### config.mk
export PLATFORM = sky130hd
export DESIGN_NAME = hit_arbiter
export DESIGN_NICKNAME = d
export VERILOG_FILES = /design/src/rtl/hit_arbiter.sv
export SDC_FILE = /design/constraint.sdc
export NUM_CORES = 1
export LEC_CHECK = 0
export CAP_MARGIN = 5
export CORE_MARGIN = 2
export CORE_UTILIZATION = 58
export CTS_CLUSTER_DIAMETER = 150
export CTS_CLUSTER_SIZE = 25
export DETAILED_ROUTE_END_ITERATION = 7
export GPL_TIMING_DRIVEN = 0
export PLACE_DENSITY_LB_ADDON = 0.15
export SLEW_MARGIN = 20
export SYNTH_ARGS = -nofsm -noshare
export SYNTH_HDL_FRONTEND = slang
export SYNTH_SLANG_ARGS = --single-unit
### constraint.sdc
create_clock -name clk -period 2.8 [get_ports clk]
set_input_delay 0.56 -clock clk [delete_from_list [all_inputs] [get_ports clk]]
set_output_delay 0.56 -clock clk [all_outputs]
set_load 0.03 [all_outputs]
### src/rtl/hit_arbiter.sv
`default_nettype none
// ============================================================================
// Module   : hit_arbiter
// Purpose  : Resolves attack requests from both players during a round and
//            owns both health registers. Each attack is checked against
//            reach, the opponent's block and the opponent's post-hit
//            invulnerability window. It also enforces per-player attack
//            cooldown and invulnerability (i-frame) timers. The block is
//            active only while the game FSM reports the fight state.
// Revision : 1.0  initial release
// ----------------------------------------------------------------------------
// Ports
//   clk             in   60 Hz game clock
//   reset           in   synchronous, active-high reset
//   game_state      in   game FSM state (fight = 3'd2)
//   p1_attack       in   player 1 attack request (level, sampled every cycle)
//   p2_attack       in   player 2 attack request (level, sampled every cycle)
//   p1_block        in   player 1 is blocking
//   p2_block        in   player 2 is blocking
//   in_range        in   players are within striking reach
//   player1_health  out  registered player 1 health
//   player2_health  out  registered player 2 health
//   p1_landed       out  one-cycle pulse: player 1 damaged player 2
//   p2_landed       out  one-cycle pulse: player 2 damaged player 1
//   p1_busy         out  player 1 attack cooldown is nonzero
//   p2_busy         out  player 2 attack cooldown is nonzero
//   ko              out  registered, high while in the KO state
// ============================================================================
module hit_arbiter #(
  parameter logic [2:0] MAX_HEALTH = 3'd5,
  parameter logic [2:0] DAMAGE     = 3'd1,
  parameter int         COOLDOWN   = 30,
  parameter int         IFRAMES    = 20,
  parameter int         CNT_W      = 6
) (
  input  logic       clk,
  input  logic       reset,
  input  logic [2:0] game_state,
  input  logic       p1_attack,
  input  logic       p2_attack,
  input  logic       p1_block,
  input  logic       p2_block,
  input  logic       in_range,
  output logic [2:0] player1_health,
  output logic [2:0] player2_health,
  output logic       p1_landed,
  output logic       p2_landed,
  output logic       p1_busy,
  output logic       p2_busy,
  output logic       ko
);

  localparam logic [2:0]       FIGHT_STATE  = 3'd2;
  localparam logic [CNT_W-1:0] CD_LOAD      = CNT_W'(COOLDOWN);
  localparam logic [CNT_W-1:0] IF_LOAD      = CNT_W'(IFRAMES);
  localparam logic [CNT_W-1:0] TIMER_ZERO   = '0;

  typedef enum logic [1:0] {
    S_DISABLED = 2'd0,
    S_LOAD     = 2'd1,
    S_ACTIVE   = 2'd2,
    S_KO       = 2'd3
  } state_t;

  state_t state, state_next;

  // Timers: cooldown belongs to the attacker, i-frame to the defender.
  logic [CNT_W-1:0] p1_cd, p2_cd, p1_if, p2_if;
  logic [CNT_W-1:0] p1_cd_next, p2_cd_next, p1_if_next, p2_if_next;
  logic [2:0]       p1_health_next, p2_health_next;
  logic             p1_landed_next, p2_landed_next;
  logic             fight;
  logic             p1_accept, p2_accept;
  logic             p1_hits, p2_hits;

  // Count down by one, holding at zero.
  function automatic logic [CNT_W-1:0] tick_down(input logic [CNT_W-1:0] t);
    return (t != TIMER_ZERO) ? (t - 1'b1) : TIMER_ZERO;
  endfunction

  // Damage never wraps the 3-bit health below zero.
  function automatic logic [2:0] take_damage(input logic [2:0] h);
    return (h >= DAMAGE) ? (h - DAMAGE) : 3'd0;
  endfunction

  assign fight   = (game_state == FIGHT_STATE);
  assign p1_busy = (p1_cd != TIMER_ZERO);
  assign p2_busy = (p2_cd != TIMER_ZERO);

  // Resolution terms use the pre-update register values so both players are
  // judged against the same snapshot, which makes simultaneous trades fair.
  assign p1_accept = p1_attack && (p1_cd == TIMER_ZERO);
  assign p2_accept = p2_attack && (p2_cd == TIMER_ZERO);
  assign p1_hits   = p1_accept && in_range && !p2_block && (p2_if == TIMER_ZERO);
  assign p2_hits   = p2_accept && in_range && !p1_block && (p1_if == TIMER_ZERO);

  // --------------------------------------------------------------------------
  // State register and datapath registers
  // --------------------------------------------------------------------------
  always_ff @(posedge clk) begin
    if (reset) begin
      state          <= S_DISABLED;
      player1_health <= MAX_HEALTH;
      player2_health <= MAX_HEALTH;
      p1_cd          <= TIMER_ZERO;
      p2_cd          <= TIMER_ZERO;
      p1_if          <= TIMER_ZERO;
      p2_if          <= TIMER_ZERO;
      p1_landed      <= 1'b0;
      p2_landed      <= 1'b0;
      ko             <= 1'b0;
    end else begin
      state          <= state_next;
      player1_health <= p1_health_next;
      player2_health <= p2_health_next;
      p1_cd          <= p1_cd_next;
      p2_cd          <= p2_cd_next;
      p1_if          <= p1_if_next;
      p2_if          <= p2_if_next;
      p1_landed      <= p1_landed_next;
      p2_landed      <= p2_landed_next;
      ko             <= (state_next == S_KO);
    end
  end

  // --------------------------------------------------------------------------
  // Next-state and next-datapath logic
  // --------------------------------------------------------------------------
  always_comb begin
    state_next     = state;
    p1_health_next = player1_health;
    p2_health_next = player2_health;
    p1_cd_next     = tick_down(p1_cd);
    p2_cd_next     = tick_down(p2_cd);
    p1_if_next     = tick_down(p1_if);
    p2_if_next     = tick_down(p2_if);
    p1_landed_next = 1'b0;
    p2_landed_next = 1'b0;

    case (state)
      S_DISABLED: begin
        p1_cd_next = TIMER_ZERO;
        p2_cd_next = TIMER_ZERO;
        p1_if_next = TIMER_ZERO;
        p2_if_next = TIMER_ZERO;
        if (fight) begin
          state_next = S_LOAD;
        end
      end

      S_LOAD: begin
        p1_health_next = MAX_HEALTH;
        p2_health_next = MAX_HEALTH;
        p1_cd_next     = TIMER_ZERO;
        p2_cd_next     = TIMER_ZERO;
        p1_if_next     = TIMER_ZERO;
        p2_if_next     = TIMER_ZERO;
        state_next     = fight ? S_ACTIVE : S_DISABLED;
      end

      S_ACTIVE: begin
        if (!fight) begin
          // Leaving the fight wins over any request this cycle.
          state_next = S_DISABLED;
        end else begin
          // A whiffed or blocked attack still costs the attacker its cooldown.
          if (p1_accept) p1_cd_next = CD_LOAD;
          if (p2_accept) p2_cd_next = CD_LOAD;

          if (p1_hits) begin
            p2_health_next = take_damage(player2_health);
            p2_if_next     = IF_LOAD;
            p1_landed_next = 1'b1;
          end
          if (p2_hits) begin
            p1_health_next = take_damage(player1_health);
            p1_if_next     = IF_LOAD;
            p2_landed_next = 1'b1;
          end

          if ((p1_health_next == 3'd0) || (p2_health_next == 3'd0)) begin
            state_next = S_KO;
          end
        end
      end

      S_KO: begin
        // Requests ignored, timers keep draining.
        if (!fight) begin
          state_next = S_DISABLED;
        end
      end

      default: begin
        state_next = S_DISABLED;
      end
    endcase
  end

endmodule
`default_nettype wire

# Word-level counts from Yosys, hierarchy flattened
# Cells that the tools add are included.
[totals]
ff_bits = 35
in_bits = 10
output_inout_bits = 11
elab_cells = 88
[classes]
n_addsub = 6
magnitude_cmp = 2
n_eq_ne = 6
muxes = 36
bitwise_logic = 2
n_reduce_logical = 26
[ops]
columns = ["operator", "count"]
rows = [
  ["$mux W6", 12],
  ["$pmux W6 S2", 4],
  ["$mux W3", 10],
  ["$logic_not A6 Y1", 4],
  ["$reduce_bool A6 Y1", 4],
  ["$sub A6 B1 Y6 const B", 4],
  ["$pmux W3 S2", 2],
  ["$mux W2", 5],
  ["$logic_and A1 B1 Y1", 8],
  ["$pmux W2 S4", 1],
  ["$eq A2 B2 Y1 const B", 3],
  ["$ge A3 B1 Y1 const B", 2],
  ["$logic_not A3 Y1", 2],
  ["$sub A3 B1 Y3 const B", 2],
  ["$eq A3 B2 Y1 const B", 1],
  ["$reduce_or A3 Y1", 1],
  ["$eq A2 B1 Y1 const B", 1],
  ["$logic_not A1 Y1", 2],
  ["$logic_not A2 Y1", 1],
  ["$mux W1", 2],
  ["$ne A2 B2 Y1 const B", 1],
  ["$not A1 Y1", 2],
  ["$reduce_and A2 Y1", 1],
  ["$reduce_bool A2 Y1", 1],
  ["2 further kinds", 2],
]

# Longest topological paths before layout
[logic_depth]
word_depth = 14
depth_mapped = 7
depth_no_buf = 7

# Least setup slack after synthesis
# Ideal clock, no wire load.
[synth_path]
kind = "register to register"
start = "reg player2_health[1]"
end = "reg state[0]"
setup_time_ps = 86
t_arrival_ps = 1660
required_ps = 2714
slack_ps = 1055
stages_incl_launch_ff = 8
path_buffers = 0
period_less_slack_ps = 1745
cell_sequence = "dfxtp_1 inv_1 ha_1 nor4_1 nor2_1 mux2i_1 nand3_1 a211oi_1"
[synth_via]
elab_chain_cells = 10
word_cells_on_any_way = 11
classes_between = "add/sub (1); order compare (1); mux (7); reduce/logical (2)"
[synth_lines]
columns = ["item", "line_no", "rtl"]
rows = [
  ["start, declared", "45", "output logic [2:0] player2_health,"],
  ["start signal, assigned", "115", "player2_health <= p2_health_next;"],
  ["$sub A3 B1 Y3 / $ge A3 B1 Y1 (equally long branches)", "83", "return (h >= DAMAGE) ? (h - DAMAGE) : 3'd0;"],
  ["$mux W3", "83", ""],
  ["$mux W3 *", "170", "if (p1_hits) begin"],
  ["$mux W3 *", "162", "if (!fight) begin"],
  ["$mux W3 *", "140", "case (state)"],
  ["$logic_not A3 Y1 *", "181", "if ((p1_health_next == 3'd0) || (p2_health_next == 3'd0)) begin"],
  ["$logic_or A1 B1 Y1 *", "181", ""],
  ["$mux W2 *", "181", ""],
  ["$mux W2 *", "162", ""],
  ["$pmux W2 S4 *", "140", ""],
  ["end signal, assigned", "113", "state <= state_next;"],
  ["end, declared", "65", "state_t state, state_next;"],
]
# Mark *: on every way between the ends. The rest lies on a longest branch, timed or not. The select of a mux whose other input is x is not followed.
# A chain may end at the register's enable or synchronous reset.

# Worst setup path after layout
[layout_path]
start = "reg p2_cd[0]"
end = "out p2_busy"
[layout_via]
elab_chain_cells = 1
[layout_lines]
columns = ["item", "line_no", "rtl"]
rows = [
  ["start, declared", "68", "logic [CNT_W-1:0] p1_cd, p2_cd, p1_if, p2_if;"],
  ["start signal, assigned", "117", "p2_cd <= p2_cd_next;"],
  ["$reduce_bool A6 Y1", "88", "assign p2_busy = (p2_cd != TIMER_ZERO);"],
  ["end, declared", "49", "output logic p2_busy,"],
]
# No other way between the ends.

==> results.cfg <==
[status]
status = finished clean

[power_and_ir_drop]
pwr-share-clk_pct = 37.0
power_switching_uw = 176
seqPwrFrac_pct = 59.4
power.internal_uw = 664
combPwrFrac_pct = 3.6
p_sw_share_pct = 20.9
ir_worst_vdd_uv = 406
power.total_uw = 840
pwr_density_cell_nw_per_um2 = 425
leakage_uw = 0.000901

[worst_setup_path]
crit_buf_inv = 3
reg2reg_depth = 7
crit_cells = 6
critPathSlowestCell = clkdlybuf4s50_1
required_ns = 2.24
startpoint_type = flip-flop
critPathMaxStageDelay_ns = 0.67
path_cells = inv_1, ha_1, nor3b_2, and2_2, inv_1, clkdlybuf4s50_1
arrival_ns = 2.10
crit_fanout = 3
worst-setup-path-type = reg2out
crit_family = buffers and inverters
cpMostUsedCell = inv_1
cp-end-kind = output port

[synthesis]
synth-adder-area-share_pct = 6.00
synth-compound-area-share_pct = 7.72
synth.area.mux_share_pct = 3.00
synth_edf_count = 0
synth.avg_cell_area_um2 = 8.93
synth-seq-area-share_pct = 42.0
netlist_area_um2 = 1670
synth.net_count = 205
synth-main-ff-cell = dfxtp_1
synth_top_family_by_area = simple AND/OR/NAND/NOR gates
synth-xor-area-share_pct = 8.40
yosys_warnings = 0
yosysUniqueCellTypes = 38
synthSimpleGateAreaFrac_pct = 29.5
async_flop_share_pct = 0
synth_seq_cells = 35
synthCells = 187

[placed_design]
post-dp-hpwl_um = 2550
dp.cells = 238
portBuffers = 20
dpl_worst_slack_ns = 0.316
gp_congestion = 0.821

[global_routing]
grt.busiest_layer = met2
first_global_vias = 1341
grt_use_met3_pct = 4.24
overflow = 0
grt_pass1_wl_um = 5630
grt_max_degree = 11
grtUsageTotal_pct = 22.3
antenna_found_initial = 0
use_met1_pct = 24.2
grtUsageMet2_pct = 39.9

[layout]
diodes = 0
drive_above_1_share_pct = 7.44
fillers = 203
area_delta_synth_final_pct = 18.4
final_nets = 232
stdcell_count = 246
final_util_pct = 72.3

[cts]
clock-root-buffer = clkbuf_4
holdBufCountCts = 0
cts_tree = done
path_clk_slew_ns = 0.10
insertion_delay_ns = 0.34
post_cts_buffers = 0
clockBufferDepth = 2
post_cts_resized = 0
cts_sinks = 35
numCtsBuffers = 5
h-tree-depth = 2

[floorplanning]
core_area_um2 = 2730
fp.dieH_um = 57.6
start_util_pct = 61.1
placement_rows = 19
die_area_um2 = 3320
ios = 21
die_w_um = 57.6

[timing]
fmax_ghz = 0.375
layout_min_cycle_time_ns = 2.66
worst_pin_slew_ns = 0.509
setup-violations-final = 0
period_share_pct = 95.2
fin_ws_ns = 0.135
rsz0062_at_grt = false
relSlewSlack_pct = 65.7
skew_ns = 0.00962
timing.final.max_slew_violations = 0
tns_ns = 0
hold_viol_final = 0

[drt]
vias = 1368
wirelength_um = 3350
drcViolationCount = 0
firstDrtPassIters = 6
via_per_inst = 5.56
initialDrtViolationCount = 45
ant_nets = 0
post_drt_wl_per_cell_um = 13.6

[hold_path]
holdPathStages = 1
hold_path_class = reg2reg

[run]
maxCapViolations = 0
-- placed cells by master (no fill, tap or decap), drive strengths merged, types with 3 or more instances in the layout --
cell type,count
clkbuf,8
clkdlybuf4s50,20
dfxtp,35
ha,8
inv,15
mux2i,5
nand2,18
nand2b,3
nand3,5
nor2,30
nor2b,3
nor3,7
nor3b,5
o21ai,9
o22ai,3
xnor2,11
xor2,5
-- power groups by stage --
| stage | clock network [uW] | registers [uW] | logic [uW] |
|---|---|---|---|
| final | 311 | 498 | 30.4 |
| after global routing | 328 | 499 | 32.5 |
| after CTS | 315 | 498 | 30.4 |
| after detailed placement | 0 | 510 | 30.3 |
| after global placement | 0 | 510 | 29.0 |
| after floorplan | 0 | 510 | 12.5 |
-- sequential cells by signal, indices dropped and copies added, names as in the netlist --
name / cells
ko: 1
p1_cd: 6
p1_if: 6
p1_landed: 1
p2_cd: 6
p2_if: 6
p2_landed: 1
player1_health: 3
player2_health: 3
state: 2
-- logic make-up after synthesis --
logic type / after synthesis
and+or+nand+nor: 88
DFF: 35
AOI/OAI and AO/OA: 20
xor gates and xnor gates: 16
buffers and inverters: 15
adders and majority gates: 8
muxes: 5
-- layer usage --
layer,vias up,share of wire (%)
met5,-,0
met4,0,2.9
met3,11,3.2
met2,21,50
met1,647,44
li1,689,-
-- metrics by stage --
step	instance area, um^2	hold slack, ns
floorplan	1670	0.413
global placement	1910	0.422
detailed placement	1910	0.434
CTS	1980	0.451
global route	1980	0.485
finish	1980	0.452
-- final timing paths --
| path | start | to | slack (ns) |
|---|---|---|---|
| worst min register to register | p1_if[0] | p1_if[0] | 0.45 |
| worst max-delay path | p2_cd[0] | p2_busy | 0.14 |
| worst min-delay path | p1_if[0] | p1_if[0] | 0.45 |
| worst max register to register | p2_cd[0] | player1_health[1] | 0.86 |
-- synth_stat cells, drive strengths merged, types with 2 or more instances --
library cell / number / area (um^2)
xnor2: 11 / 96.3
nand3: 5 / 25.0
nor4b: 2 / 32.5
nand3b: 2 / 15.0
inv: 15 / 56.3
nor2b: 3 / 18.8
o211ai: 2 / 15.0
nor3: 7 / 35.0
nor3b: 5 / 52.6
nand2: 18 / 67.6
o21ai: 9 / 45.0
nand4: 2 / 18.8
or3b: 2 / 20.0
nand2b: 3 / 18.8
mux2i: 5 / 50.1
dfxtp: 35 / 701
ha: 8 / 100
nor2: 30 / 113
and2: 2 / 13.8
and4b: 2 / 20.0
xor2: 5 / 43.8
o22ai: 3 / 18.8
-- worst reg2reg max path, delay by kind of cell, from the launching register on --
family | cells | cell delay (ns)
buffers and inverters | 1 | 0.06
DFF | 1 | 0.34
AOI/OAI and AO/OA | 1 | 0.21
adders and majority gates | 1 | 0.18
and+or+nand+nor | 4 | 1.07
-- cell type report --
type	instances	area [um^2]	area share, %
Clock buffer	8	68.8	3.48
Timing Repair Buffer	20	200	10.1
Inverter	15	56.3	2.85
Multi-Input combinational cell	137	912	46.1
Sequential cell	35	701	35.4
Tap cell	31	38.8	1.96
Note: power is estimated with default switching activity, not from simulation.
